$ cat src/rtl/wb_writeback.sv
// Write-back stage of the five-stage pipeline: MEM/WB latch, result select,
// register-file write port, decode-stage bypass selects and retired-instruction count.
module wb_writeback #(
   parameter int DATA_W   = 32,
   parameter int REG_AW   = 5,
   parameter int RETIRE_W = 32
) (
   input  logic                clk,
   input  logic                rst,
   input  logic                stall,
   input  logic                flush,
   input  logic                mem_valid,
   input  logic [1:0]          mem_wb,
   input  logic [DATA_W-1:0]   mem_rdata,
   input  logic [DATA_W-1:0]   mem_alu,
   input  logic [REG_AW-1:0]   mem_writereg,
   input  logic [REG_AW-1:0]   id_rs,
   input  logic [REG_AW-1:0]   id_rt,
   output logic                RegWrite,
   output logic [REG_AW-1:0]   MEM_WB_Writereg,
   output logic [DATA_W-1:0]   MEM_WB_Writedata,
   output logic                fwd_a,
   output logic                fwd_b,
   output logic [RETIRE_W-1:0] retired
);

   logic                valid_q;
   logic [1:0]          wb_q;
   logic [DATA_W-1:0]   rdata_q;
   logic [DATA_W-1:0]   alu_q;
   logic [REG_AW-1:0]   reg_q;
   logic [RETIRE_W-1:0] retired_q;

   always_ff @(posedge clk or posedge rst) begin
      if (rst) begin
         valid_q   <= 1'b0;
         wb_q      <= 2'b00;
         rdata_q   <= '0;
         alu_q     <= '0;
         reg_q     <= '0;
         retired_q <= '0;
      end else begin
         // The held instruction leaves WB whenever the latch is not held,
         // including a flush that overrides a stall.
         if (valid_q && (!stall || flush))
            retired_q <= retired_q + RETIRE_W'(1);
         if (flush) begin
            valid_q <= 1'b0;
         end else if (!stall) begin
            valid_q <= mem_valid;
            wb_q    <= mem_wb;
            rdata_q <= mem_rdata;
            alu_q   <= mem_alu;
            reg_q   <= mem_writereg;
         end
      end
   end

   // $0 is hardwired to zero, so writes there (and bypasses from them) are dropped.
   assign RegWrite         = valid_q & wb_q[1] & (reg_q != '0);
   assign MEM_WB_Writereg  = reg_q;
   assign MEM_WB_Writedata = wb_q[0] ? rdata_q : alu_q;
   assign fwd_a            = RegWrite & (reg_q == id_rs);
   assign fwd_b            = RegWrite & (reg_q == id_rt);
   assign retired          = retired_q;

endmodule

$ cat config.mk
export PLATFORM = sky130hd
export DESIGN_NAME = wb_writeback
export DESIGN_NICKNAME = d
export VERILOG_FILES = /design/src/rtl/wb_writeback.sv
export SDC_FILE = /design/constraint.sdc
export NUM_CORES = 1
export LEC_CHECK = 0
export ABC_AREA = 0
export CAP_MARGIN = 10
export CORE_AREA = 2 2 104 106
export CTS_BUF_LIST = sky130_fd_sc_hd__clkbuf_4
export DETAILED_ROUTE_END_ITERATION = 12
export DIE_AREA = 0 0 106 108
export GPL_ROUTABILITY_DRIVEN = 1
export HOLD_SLACK_MARGIN = 0.05
export PLACE_DENSITY = 0.8
export SYNTH_ARGS = -nofsm -noshare
export SYNTH_HDL_FRONTEND = slang
export SYNTH_SLANG_ARGS = --single-unit
$ cat constraint.sdc
create_clock -name clk -period 5 [get_ports clk]
set_clock_uncertainty 0.05 [all_clocks]
set_input_delay 1 -clock clk [delete_from_list [all_inputs] [get_ports clk]]
set_output_delay 1 -clock clk [all_outputs]
set_load 0.03 [all_outputs]
==> results.md <==
- Chip width: roughly 110 um
- Worst Tran Pin Value: 1052 ps
- Slew headroom: between 20% and 30%
- Maxcap violations: 0
- Post-synthesis compound-gate area fraction: less than 1%
- GPL Wtd Cong: 0.7870
- Die area: between 10000 and 15000 sq um
- Clock Sinks: 104
- Final slew viol count: 0
- Hold Vio Cnt, Final: 0
- Status: finished, final reports clean
- Post-synthesis sequential area ratio: between 50 and 60%
- Skew-Pair Late Insertion Delay: ~450 ps
- Drt total wl: approximately 10000 um
- Hold_buf cts: 0
- Arrival @ worst endpoint: about 2700 ps
- Vias in the first global route: ~3.4k
- FP Rows: 37
- Root Driver: clkbuf_4
- R2R Path End: retired[26]
- Clk buf depth: 2
- Mapped Cells: roughly 350
- Share of cells above drive strength 1: roughly 26%
- H-tree depth: 3
- CTS clk-pin slew, worst paths: 150 ps
- Post-DP HPWL: around 7600 um
- CTS-repair resized insts: 0
- Worst endpoint required time: between 3000 and 4000 ps
- Initial antenna violation count: 0
- Reg2reg path depth: 5
- Power per cell area: roughly 320 nW/um^2
- Final nets: between 500 and 600
- DRT Pass-1 Iters: 4
- DR iter-0 viols: 92
- Internal reg-to-reg setup slack: 3070 ps
- Die height: between 100 and 150 um
- Type of origin of the critical path: input pin
- Overflow after GRT: 0
- Via count: between 3k and 4k
- Syn_area_per_cell: about 14 sq um
- Synth Area in Simple Gates: under 10%
- Multi-input gate area: between 2000 and 2500 sq um
- WS Path Type: input pin to primary output
- Crit path max fanout: 1
- FMAX: roughly 270 MHz
- Largest net degree at the start of global routing: 89
- # fillers: around 800
- FF+latch area: about 2600 sq um
- Total leakage power: roughly 2.8 nW
- DR WL/cell: 16.22 um
- Post-Syn Nets: 432
- Unrepaired setup endpoints after global routing: false
- Post-Synth Adder-Cell Area: less than 1%
- Post-CTS setup buffer count: 0
- Crit path time final: about 3700 ps
- Multiplexer share of the synthesized area: 25.03%
- Total placed cells including tap cells: 626
- Final period utilization: 74.94%
- DRT antenna net count: 0
- Number of diodes: 0
- Setup ws final: approximately 1300 ps
- Final-report setup violation count: 0
- GRT Total Usage: a little under a fifth
- Worst hold stages: 1
- First-pass GRT wire length: between 15000 and 20000 um
- Flip-flop and latch count after synthesis: 104
- CORE AREA: between 10000 and 15000 sq um
- TritonCTS Buffers: 9
- Yosys Warn Count: 0
- Largest family of logic cells by synthesized area: multiplexers
- I/O pins: between 150 and 200
- Hold Path Class: register to register
- Tot Pwr: roughly 2.1 mW
- Syn Std Cell Area: 4718 sq um
- Reg2reg start: retired[0]
- Vias/cell: around 5.1
- Peak supply drop: 0.1677 mV
- Min-delay src: retired[31]
- Starting Density: roughly 46%
- Nature of the critical path endpoint: primary output
- Fin Setup TNS: 0 ps
- Number of port buffers: about 160
- Area Overhead vs Synth: 39.46%
- Worst Hold End: retired[31]
- Post-synthesis xor/xnor area fraction: under 10%
- DR DRC count: 0
- Post-Layout Cell Count: roughly 640
- Distinct cells, synth: 33
- Worst slack at placement: about 1300 ps
- TritonCTS clock tree: done
[placed cells by master, fill, tap and decap left out, drive strengths merged, types with 2 or more instances in the layout]
| cell type | instances |
|---|---|
| nor2 | 8 |
| nor3 | 7 |
| and4 | 2 |
| inv | 6 |
| xnor2 | 18 |
| and2 | 3 |
| and3 | 3 |
| nor4b | 2 |
| xor2 | 23 |
| nand4b | 2 |
| mux2 | 104 |
| nand2 | 11 |
| buf | 3 |
| nor3b | 2 |
| clkbuf | 11 |
| nand4 | 9 |
| clkdlybuf4s50 | 157 |
| nor4 | 9 |
| dfrtp | 104 |
| nand3 | 10 |
[worst max-delay path by stage]
stage / startpoint / end / slack [ps] / cells past startpoint
detailed placement: id_rs[4] / fwd_a / 1250 / 5
CTS: id_rs[4] / fwd_a / 1240 / 5
floorplan: rst / MEM_WB_Writereg[0] / 1220 / 1
finish: id_rs[4] / fwd_a / 1250 / 5
global route: id_rs[3] / fwd_a / 1200 / 5
global placement: id_rs[4] / fwd_a / 1290 / 5
[sequential cells by signal, indices dropped and copies added (netlist names)]
signal and flops:
MEM_WB_Writereg 5, retired 32, rdata_q 32, alu_q 32, valid_q 1, wb_q 2
[report_power, final]
group          total [mW]  internal [mW]  leakage [nW]  switching, mW
Combinational       0.661          0.347          1.40          0.313
Sequential           1.02          0.944          1.28         0.0769
Clock               0.451          0.169        0.0781          0.282
Total                2.13           1.46          2.75          0.672
[routing by layer]
layer / share of wire, % / GRT usage, % / up-vias
met4: 1.2 / 5.545 / 0
met1: 42 / 23.14 / 1604
met5: 0 / 0 / -
met2: 49 / 31.15 / 101
met3: 8.1 / 5.907 / 10
li1: - / - / 1529
[worst max-delay path, cell delays in order]
cell and delay (ps):
clkdlybuf4s50_1 470, xnor2_1 120, nand3_1 100, nor4_1 290, clkdlybuf4s50_1 720
[final cells by class]
| cell class | count | share of cell area (%) |
|---|---|---|
| clock buffer | 11 | 1.255 |
| clock inverter | 5 | 0.9698 |
| inverter | 4 | 0.2662 |
| multi-input combinational | 222 | 30.96 |
| sequential | 104 | 39.55 |
| tap | 136 | 2.586 |
| timing repair buffer | 160 | 24.42 |
[cells by family (layout without fill, tap and decap cells)]
logic type | after synthesis | in the layout
AOI/OAI and AO/OA | 1 | 1
adders and majority gates | 1 | 1
xor gates and xnor gates | 41 | 41
buffers and inverters | 19 | 180
and+or+nand+nor | 74 | 74
muxes | 105 | 105
DFF | 104 | 104
[cells in the mapped netlist]
cell type / instances / area, sq um
buf_2: 3 / 15.01
nand2_1: 11 / 41.29
buf_6: 1 / 11.26
mux2_2: 104 / 1171
o211ai_1: 1 / 7.510
nand4_4: 2 / 42.54
nor4_4: 1 / 21.27
or2_2: 1 / 6.260
buf_4: 1 / 7.510
ha_1: 1 / 12.51
clkbuf_1: 10 / 37.54
nor4b_2: 1 / 15.01
nor2b_1: 1 / 6.260
nand4_1: 7 / 43.79
dfrtp_1: 104 / 2603
and3_1: 3 / 18.77
or4_1: 1 / 7.510
nand4b_1: 2 / 17.52
nor3_1: 7 / 35.03
nor4b_1: 1 / 8.760
and2_1: 3 / 18.77
nand2b_1: 1 / 6.260
or3b_1: 1 / 8.760
and3b_1: 1 / 8.760
nor4_1: 8 / 50.05
nand3_1: 10 / 50.05
and4_1: 2 / 17.52
xor2_1: 23 / 201.4
inv_1: 4 / 15.01
mux2i_1: 1 / 10.01
nor3b_1: 2 / 15.01
nor2_1: 8 / 30.03
xnor2_1: 18 / 157.7
[through the flow]
stage / hold slack [ps] / util [%] / instance area, sq um
6_report: 447.3 / 64.31 / 6580
5_1_grt: 475.2 / 64.31 / 6580
4_1_cts: 443.5 / 64.31 / 6580
3_5_place_dp: 419.7 / 62.88 / 6434
3_3_place_gp: 427.2 / 62.88 / 6434
2_1_floorplan: 425.0 / - / 4718
No activity file was read; power rests on OpenSTA's default activity.
==> RTL edit 1, RTL diff (config.mk and constraints unchanged) <==
Put one more register stage on the output `retired`, cleared by the reset. The value now appears one clock later. The other outputs are not delayed to match.
--- a/src/rtl/wb_writeback.sv
+++ b/src/rtl/wb_writeback.sv
@@ -62,7 +62,13 @@
    assign MEM_WB_Writedata = wb_q[0] ? rdata_q : alu_q;
    assign fwd_a            = RegWrite & (reg_q == id_rs);
    assign fwd_b            = RegWrite & (reg_q == id_rt);
-   assign retired          = retired_q;
+   always_ff @(posedge clk or posedge rst) begin
+      if (rst) begin
+         retired <= '0;
+      end else begin
+         retired <= retired_q;
+      end
+   end
 
 endmodule
 
Check against the original RTL: not equivalent (a bounded check fails within 4 cycles, from zero or initial values and one cycle with rst high).
==> RTL edit 1 against the unedited design <==
Worst setup slack worse by 49 ps. Wire length up 4.7%. Sequential power up 29%. Maximum frequency down 1.3%. Global-route usage up 1.0 points. Via count up 5.6%. Sequential cell count up 32. Power up 25%. Critical path depth unchanged. Area after synthesis up 14%. Synthesized cell count up 5.2%. Cell area up 12%. Sequential share of layout area up 6.5 points. Highest routed layer unchanged.
==> RTL edit 1: results (changes against the unedited design) <==
Status = finished clean
Detailed Place HPWL = 7.84 mm (+3.5%)
Fin cells = 681 (+6.1%)
Clock buffers = 18 (+7)
First-pass GRT wire length = 17.3 mm (+2.2%)
Final RePlAce weighted congestion = 0.762 (-3.2%)
Worst Setup SP = id_rs[0]
Sw frac = 32.3% (+0.78 points)
Unique cell type count in the Yosys netlist = 29 (-12%)
Hold Crit Depth = 0 (-1)
WHS = 370 ps (-77.6 ps)
End of the worst hold path = retired[31]
P_clk = 0.000662 W (+47%)
Synth top cells by count = dfrtp_1 (136), mux2_2 (104), xnor2_1 (28)
Count of multi-input gates = 210 (-5.4%)
Total Routed Length = 10.9 mm (+4.7%)
Arrival time worst endpoint = 2750 ps (+50 ps)
Fraction of area in multi-input gates = 26.1% (-4.8 points)
Synthesized flop and latch total = 136 (+31%)
Syn Nets = 450 (+4.2%)
Fillers = 698 (-13%)
Layout Utilization = 72.3% (+8.0 points)
Invs w/o clock = 5 (+1)
Crit-path slowest cell = clkdlybuf4s50_1
Worst hold path startpoint = retired_q[31]
Via count = 3427 (+5.6%)
Sequential power share = 49.6% (+1.7 points)
Pin count of the biggest net entering global routing = 72 (-19%)
Vias in the first global route = 3566 (+3.6%)
Slew Limit Headroom = 38.8% (+9.0 points)
FF-to-FF End = retired_q[31]
Async SR Flop Fraction = 100% (unchanged)
Peak VDD IR = 0.314 mV (+87%)
FF-to-FF Start = retired_q[8]
Diode count = 1 (+1)
Dominant cells by area after synthesis = dfrtp_1 (63%), mux2_2 (22%), xnor2_1 (4.5%), xor2_1 (2.1%), nand3_1 (1.1%)
Initial antenna violation count = 1 (+1)
DR iter-0 viols = 110 (+20%)
Share of layout cells above drive strength 1 = 27.6% (+1.9 points)
Clock network share of area = 3.54% (+1.3 points)
FF-to-FF setup slack = 2980 ps (-90 ps)
LEAKAGE = 3.12 nW (+13%)
Htree depth = 4 (+1)
CTS buffer count = 17 (+8)
Sw Pwr = 0.000861 W (+28%)
Worst-skew pair later-pin latency = 520 ps (+70 ps)
Final worst-path cycle share = 75.9% (+0.99 points)
Seq area share = 46.0% (+6.5 points)
Sequential area share after synthesis = 63.1% (+8.0 points)
Buffers excl. clock = 161 (+0.63%)
Placed inst area = 7130 sq um (+11%)
Placed insts = 648 (+3.5%)
==> RTL edit 1: cell families after synthesis <==
| group | after synthesis | share of synthesized area, % |
|---|---|---|
| flip-flops | 136 | 63.1 |
| XOR/XNOR | 41 | 6.66 |
| buffers and inverters | 17 | 1.18 |
| AND/OR/NAND/NOR | 62 | 6.78 |
| AO/OA/AOI/OAI | 1 | 0.139 |
| adder cells (fa/ha/maj) | 1 | 0.232 |
| multiplexers | 105 | 21.9 |
==> RTL edit 1: per-layer routing <==
| layer | vias to the layer above | part of all wire [%] | GRT usage, % | wire, microns |
|---|---|---|---|---|
| met4 | 0 | 1.9 | 7.52 | 206 |
| met2 | 113 | 51 | 32.7 | 5560 |
| met3 | 15 | 5.8 | 5.36 | 638 |
| met5 | - | 0 | 0 | 0 |
| li1 | 1607 | - | - | - |
| met1 | 1692 | 41 | 24.6 | 4500 |
==> RTL edit 2, RTL diff (same flow settings) <==
Without the edit above. Change the parameter `RETIRE_W` from 32 to 64.
--- a/src/rtl/wb_writeback.sv
+++ b/src/rtl/wb_writeback.sv
@@ -3,7 +3,7 @@
 module wb_writeback #(
    parameter int DATA_W   = 32,
    parameter int REG_AW   = 5,
-   parameter int RETIRE_W = 32
+   parameter int RETIRE_W = 64
 ) (
    input  logic                clk,
    input  logic                rst,
Ports: changed (resized retired); port bits go from 158 to 190. No check against the original RTL was run, so the function may have changed too.
==> RTL edit 2 against the unedited design <==
First-iteration DRC count rose to 2.5 times the old value. Cell area increased by 29%. Maximum frequency is 2.4% lower. Sequential power is 27% higher. Wire length increased by 42%. Power up 31%. Clock power up 77%. Worst setup slack worse by 93 ps. Die area unchanged. Area after synthesis up 30%. Sequential cell count rose by 32. Highest routed layer unchanged. Critical path depth is the same.
==> RTL edit 2: results (changes against the unedited design) <==
Pin count of the biggest net entering global routing = 121 (+36%)
Global Route met3 Usage = 9.70% (+3.8 points)
CTS buffer count = 17 (+8)
XOR/XNOR share of the synthesized area = 10.5% (+2.8 points)
Status = finished clean
Multi-input logic area = 2620 sq um (+29%)
First-pass GRT wire length = 24.4 mm (+44%)
Detailed Place HPWL = 10.7 mm (+41%)
Crit-path max cell delay = 740 ps (+20 ps)
Sw frac = 29.7% (-1.9 points)
Arrival time worst endpoint = 2790 ps (+90 ps)
Synth Area in Compound Gates = 0.123% (-0.036 points)
Post-synthesis mux area share = 19.3% (-5.7 points)
Final RePlAce weighted congestion = 0.821 (+4.3%)
Worst-skew pair later-pin latency = 540 ps (+90 ps)
Slew Limit Headroom = 30.5% (+0.59 points)
Synth top cells by count = dfrtp_1 (136), mux2_2 (104), xor2_1 (41)
Met1 GRT Util = 33.7% (+11 points)
Initial antenna violation count = 1 (+1)
Adder-cell share of the synthesized area = 0.205% (-0.061 points)
Fillers = 614 (-23%)
Port Buf Inserts = 189 (+20%)
DR pass1 iterations = 5 (+1)
Peak VDD IR = 0.268 mV (+60%)
Unique cell type count in the Yosys netlist = 31 (-6.1%)
RTL edit 2: layout make-up:
class	instances	area share [%]
Sequential cell	136	40.2
Multi-Input combinational cell	327	31.0
Timing Repair Buffer	192	22.6
Clock inverter	13	2.13
Tap cell	136	2.01
Clock buffer	18	1.60
Inverter	11	0.546
RTL edit 2: layer usage:
layer / share of wire [%] / wire length, microns
met2: 50 / 7390
met5: 0 / 0
met1: 41 / 6040
met3: 7.3 / 1080
met4: 2.2 / 323
RTL edit 2: per-stage QoR:
stage                     instances  hold WS (ps)  total power [W]  setup WS, ps
after floorplan                 489           425          0.00171           311
after global placement          802           409          0.00199          1180
after detailed placement        802           413          0.00202          1180
after CTS                       833           431          0.00281          1120
after global routing            833           444          0.00291           993
final                           833           429          0.00279          1160
RTL edit 2: kinds of logic after synthesis:
group                    after synthesis
multiplexers                         105
adder cells (fa/ha/maj)                1
flip-flops                           136
buffers and inverters                 26
AND/OR/NAND/NOR                      147
AO/OA/AOI/OAI                          1
XOR/XNOR                              73
RTL edit 2: worst paths after layout:
kind,startpoint,slack (ps),endpoint,cells after the start
max reg2reg,retired[0],2350,retired[60],6
max in group asynchronous,rst,2990,rdata_q[21],3
max,id_rs[4],1160,fwd_a,5
min reg2reg,retired[63],430,retired[63],1
min,retired[63],430,retired[63],1
min in group asynchronous,rst,1030,retired[59],2
RTL edit 2: power groups by stage:
| stage | logic, W | clock network [W] | registers [W] |
|---|---|---|---|
| 6_report | 0.000695 | 0.000799 | 0.00130 |
| 5_1_grt | 0.000737 | 0.000865 | 0.00131 |
| 4_1_cts | 0.000703 | 0.000813 | 0.00130 |
| 3_5_place_dp | 0.000698 | 0 | 0.00132 |
| 3_3_place_gp | 0.000685 | 0 | 0.00131 |
| 2_1_floorplan | 0.000362 | 0 | 0.00134 |
